==> config.mk <==
export PLATFORM = sky130hd
export DESIGN_NAME = hdlverifier_capture_trigger_controller
export DESIGN_NICKNAME = d
export VERILOG_FILES = /design/src/rtl/hdlverifier_capture_trigger_controller.sv
export SDC_FILE = /design/constraint.sdc
export NUM_CORES = 1
export LEC_CHECK = 0
export BUFFER_PORTS_ARGS = -buffer_cell sky130_fd_sc_hd__buf_2
export CORE_MARGIN = 5
export CORE_UTILIZATION = 58
export CTS_BUF_LIST = sky130_fd_sc_hd__clkbuf_8
export CTS_CLUSTER_SIZE = 12
export DETAILED_ROUTE_END_ITERATION = 16
export PLACE_DENSITY_LB_ADDON = 0.05
export SLEW_MARGIN = 30
export SYNTH_ARGS = -nofsm -noshare
export SYNTH_HDL_FRONTEND = slang
export SYNTH_SLANG_ARGS = --single-unit
export TNS_END_PERCENT = 100
==> constraint.sdc <==
create_clock -name clk -period 2.7 [get_ports clk]
set_input_delay 0.405 -clock clk [delete_from_list [all_inputs] [get_ports clk]]
set_output_delay 0.405 -clock clk [all_outputs]
set_load 0.02 [all_outputs]
==> src/rtl/hdlverifier_capture_trigger_controller.sv <==
// Pre/post-trigger capture controller: streams delayed samples into a circular
// capture RAM and reports the address of the oldest sample in the window.
module hdlverifier_capture_trigger_controller #(
    parameter int ADDR_WIDTH = 10,
    parameter int DATA_WIDTH = 32
) (
    input  logic                  clk,
    input  logic                  reset,
    input  logic                  clk_enable,
    input  logic [DATA_WIDTH-1:0] data_in,
    input  logic                  trigger,
    input  logic                  arm,
    input  logic [ADDR_WIDTH-1:0] trigger_position,
    output logic                  buf_wr_en,
    output logic [ADDR_WIDTH-1:0] buf_wr_addr,
    output logic [DATA_WIDTH-1:0] buf_wr_data,
    output logic                  armed,
    output logic                  triggered,
    output logic                  capture_done,
    output logic [ADDR_WIDTH-1:0] start_addr
);

    localparam logic [2:0] S_IDLE = 3'd0;
    localparam logic [2:0] S_FILL = 3'd1;
    localparam logic [2:0] S_WAIT = 3'd2;
    localparam logic [2:0] S_POST = 3'd3;
    localparam logic [2:0] S_DONE = 3'd4;

    localparam logic [ADDR_WIDTH-1:0] ONE = ADDR_WIDTH'(1);

    logic [2:0]            state_q,     state_d;
    logic [DATA_WIDTH-1:0] dataD1_q,    dataD1_d;
    logic [ADDR_WIDTH-1:0] wrPtr_q,     wrPtr_d;
    logic [ADDR_WIDTH-1:0] preCount_q,  preCount_d;
    logic [ADDR_WIDTH-1:0] fillLeft_q,  fillLeft_d;
    logic [ADDR_WIDTH-1:0] postLeft_q,  postLeft_d;
    logic [ADDR_WIDTH-1:0] startAddr_q, startAddr_d;
    logic                  wrEn_q,      wrEn_d;
    logic [ADDR_WIDTH-1:0] wrAddr_q,    wrAddr_d;
    logic [DATA_WIDTH-1:0] wrData_q,    wrData_d;

    // Every state except IDLE/DONE writes the one-cycle-delayed sample, so that
    // the sample and its registered trigger flag are handled together.
    always_comb begin
        state_d     = state_q;
        dataD1_d    = dataD1_q;
        wrPtr_d     = wrPtr_q;
        preCount_d  = preCount_q;
        fillLeft_d  = fillLeft_q;
        postLeft_d  = postLeft_q;
        startAddr_d = startAddr_q;
        wrEn_d      = 1'b0;
        wrAddr_d    = wrAddr_q;
        wrData_d    = wrData_q;

        if (clk_enable) begin
            dataD1_d = data_in;
            case (state_q)
                S_IDLE, S_DONE: begin
                    if (arm) begin
                        preCount_d = trigger_position;
                        fillLeft_d = trigger_position;
                        wrPtr_d    = '0;
                        state_d    = (trigger_position == '0) ? S_WAIT : S_FILL;
                    end
                end
                S_FILL: begin
                    wrEn_d     = 1'b1;
                    wrAddr_d   = wrPtr_q;
                    wrData_d   = dataD1_q;
                    wrPtr_d    = wrPtr_q + ONE;
                    fillLeft_d = fillLeft_q - ONE;
                    if (fillLeft_q == ONE) begin
                        state_d = S_WAIT;
                    end
                end
                S_WAIT: begin
                    wrEn_d   = 1'b1;
                    wrAddr_d = wrPtr_q;
                    wrData_d = dataD1_q;
                    wrPtr_d  = wrPtr_q + ONE;
                    if (trigger) begin
                        // D-1-P post samples is the bitwise complement of P
                        startAddr_d = wrPtr_q - preCount_q;
                        postLeft_d  = ~preCount_q;
                        state_d     = (preCount_q == '1) ? S_DONE : S_POST;
                    end
                end
                S_POST: begin
                    wrEn_d     = 1'b1;
                    wrAddr_d   = wrPtr_q;
                    wrData_d   = dataD1_q;
                    wrPtr_d    = wrPtr_q + ONE;
                    postLeft_d = postLeft_q - ONE;
                    if (postLeft_q == ONE) begin
                        state_d = S_DONE;
                    end
                end
                default: begin
                    state_d = S_IDLE;
                end
            endcase
        end
    end

    always_ff @(posedge clk) begin
        if (reset) begin
            state_q     <= S_IDLE;
            dataD1_q    <= '0;
            wrPtr_q     <= '0;
            preCount_q  <= '0;
            fillLeft_q  <= '0;
            postLeft_q  <= '0;
            startAddr_q <= '0;
            wrEn_q      <= 1'b0;
            wrAddr_q    <= '0;
            wrData_q    <= '0;
        end else begin
            state_q     <= state_d;
            dataD1_q    <= dataD1_d;
            wrPtr_q     <= wrPtr_d;
            preCount_q  <= preCount_d;
            fillLeft_q  <= fillLeft_d;
            postLeft_q  <= postLeft_d;
            startAddr_q <= startAddr_d;
            wrEn_q      <= wrEn_d;
            wrAddr_q    <= wrAddr_d;
            wrData_q    <= wrData_d;
        end
    end

    assign buf_wr_en    = wrEn_q;
    assign buf_wr_addr  = wrAddr_q;
    assign buf_wr_data  = wrData_q;
    assign armed        = (state_q == S_FILL) || (state_q == S_WAIT) || (state_q == S_POST);
    assign triggered    = (state_q == S_POST) || (state_q == S_DONE);
    assign capture_done = (state_q == S_DONE);
    assign start_addr   = startAddr_q;

endmodule
==> metrics.yaml <==
run_status:
  status: "complete, no violations"
route:
  first_pass_iters: 6
  dr_total_vias: 5234
  drc: 0
  totalWireLength_mm: 13.9
  first_iter_violations: 397
  vias_per_cell: 5.58
  final_antenna_net_count: 0
  avgRoutedWirePerCell_um: 14.8
setup_path:
  slowest_stage: "a221oi_1"
  end_kind: "flip-flop"
  crit_path_max_incr_delay_ns: 0.56
  required_ns: 3.05
  critPathArrivalTime_ns: 2.68
  crit_path_start_kind: "flip-flop"
  path_max_fanout: 7
  crit_path_cell_trace: "ha_1 > and2_1 > a221oi_1 > a211oi_1 > or3_1 > o311ai_1"
  critical_path_class: "reg -> reg"
synthesis:
  synth_edf_count: 0
  synth-seq-cells: 128
  syn_inst: 704
  ys_seq_area_share_pct: 44.7
  synth_top_cells_by_count: "148 x nand2_1, 128 x dfxtp_1, 90 x a21oi_1"
  synthFlopType: "dfxtp_1"
  async_flop_share_pct: 0
  ys_types: 66
  synth.cell_area_um2: 5730
  netlist.area_leader.share_pct: 44.7
  yosys.area.top_type: "dfxtp_1"
  yosysMostFrequentCell: "nand2_1"
  synth_area_leaders: "dfxtp_1 45%, nand2_1 9.7%, a21oi_1 7.9%"
  synth_area_per_cell_um2: 8.14
  synth_nets: 766
  ys_warn_count: 0
floorplanning:
  row_count: 36
  die_h_um: 109
  ios: 103
  core_um2: 9680
  initial_utilization_pct: 59.2
  dieArea_um2: 12000
  die_w_um: 109
clock_tree:
  ctsLongestPathBuffers: 2
  numClockSinks: 128
  clk_latency_ns: 0.44
  cts_resized: 0
  cts_made_buffers: 17
  cts-root-buf: "clkbuf_8"
  post_cts_buffers: 0
  holdBufCountCts: 0
  clk_pin_slew_ns: 0.08
  h-tree-depth: 4
  cts_tree: "done"
sta:
  final-max-slew-violation-count: 0
  rsz0062_at_grt: "false"
  worst_slew_pin_slew_ns: 0.729
  setup_viol: 0
  max_freq_mhz: 429
  hold_violations: 0
  skew_ns: 0.0103
  slew-limit-headroom_pct: 51.4
  tns_ns: 0
  fin_crit_sh_pct: 86.3
  fin_crit_ns: 2.33
global_route:
  grtUsageMet1_pct: 31.8
  grt_pass1_vias: 4990
  grt_overflow: 0
  busiest_layer: "met2"
  antenna_found_initial: 0
  grt_max_degree: 76
  grt_use_met2_pct: 37.3
  grtUsageMet3_pct: 8.93
  grt_pass1_wl_mm: 23.3
  grt_usage_pct: 24.6
placement:
  io_buffers: 102
  gp_congestion: 0.918
  place.detailed.hpwl_mm: 9.63
  place_area_um2: 6280
  place_inst: 906
final_layout:
  nets: 854
  drive_gt1_share_pct: 19.1
  area_growth_pct: 16.2
  stdcell_area_um2: 6660
  fillers: 805
  antennaDiodeCount: 0
  final-instance-count-excl-fill: 938
power_and_ir_drop:
  power_leakage_nw: 2.67
  power_density_nw_per_um2: 622
  peakVddDrop_v: 0.000614
flow_run:
  drv_cap: 0
min_path:
  holdCritPathClass: "in -> reg"
==> placed cells by master (no fill, tap or decap), drive strengths merged, types with 10 or more instances in the layout <==
cell type  instances
mux2i             32
buf              110
nor2              62
nand2            148
inv               24
dfxtp            128
o21ai             35
or3               10
clkbuf            18
a21oi             91
ha                14
==> path summary, 6_finish.rpt <==
| kind | startpoint | endpoint | slack, ns | cells past startpoint |
|---|---|---|---|---|
| max reg2reg | wrPtr_q[3] | start_addr[9] | 0.37 | 6 |
| min | data_in[3] | dataD1_q[3] | 0.20 | 3 |
| max | wrPtr_q[3] | start_addr[9] | 0.37 | 6 |
| min reg2reg | start_addr[5] | start_addr[5] | 0.45 | 2 |
==> per-layer routing <==
layer / wire [um] / up-vias
li1: - / 2609
met1: 6070 / 2390
met2: 6190 / 202
met3: 1260 / 33
met4: 347 / 0
met5: 0 / -
==> sequential cells by signal, summed over array words and instances (netlist names) <==
signal and flops:
buf_wr_data 32, dataD1_q 32, buf_wr_addr 10, fillLeft_q 10
postLeft_q 10, preCount_q 10, start_addr 10, wrPtr_q 10
state_q 3, buf_wr_en 1
==> final cells by class <==
type                    count  area [um^2]  area share [%]
flip-flops and latches    128         2560            38.5
inverters                  20         75.1            1.13
multi-input cells         515         2900            43.6
repair buffers            110          573            8.60
well taps                 133          166            2.50
clock buffers              18          248            3.72
clock inverters            14          133            1.99
==> critical path, delay by kind of cell (launching register included) <==
kind                       cells  cell delay, ns
DFF                            1            0.50
and+or+nand+nor                2            0.59
adders and majority gates      1            0.33
AOI/OAI and AO/OA              3            0.82
==> per-stage QoR <==
stage          setup WS [ns]  total power [mW]  hold WS (ns)  utilization (%)
2_1_floorplan          0.678              2.45         0.431                -
3_3_place_gp           0.550              2.60         0.437             64.8
3_5_place_dp           0.442              2.61         0.443             64.8
4_1_cts                0.422              4.18         0.163             68.8
5_1_grt                0.210              4.36         0.172             68.8
6_report               0.371              4.14         0.196             68.8
==> kinds of logic (layout without fill, tap and decap cells) <==
| logic type | Yosys count | count (layout) | synth area share, % |
|---|---|---|---|
| buffers and inverters | 61 | 162 | 4.67 |
| XOR/XNOR | 6 | 6 | 0.917 |
| adder cells (fa/ha/maj) | 15 | 15 | 3.41 |
| AO/OA/AOI/OAI | 176 | 176 | 18.1 |
| flip-flops | 128 | 128 | 44.7 |
| multiplexers | 32 | 32 | 5.59 |
| AND/OR/NAND/NOR | 286 | 286 | 22.6 |
==> power by group <==
part	leakage [nW]	internal [mW]	switching, mW
clock	0.186	0.763	0.801
sequential	1.04	1.96	0.0650
combinational	1.45	0.206	0.344
Power figures use the tool's default switching activity.
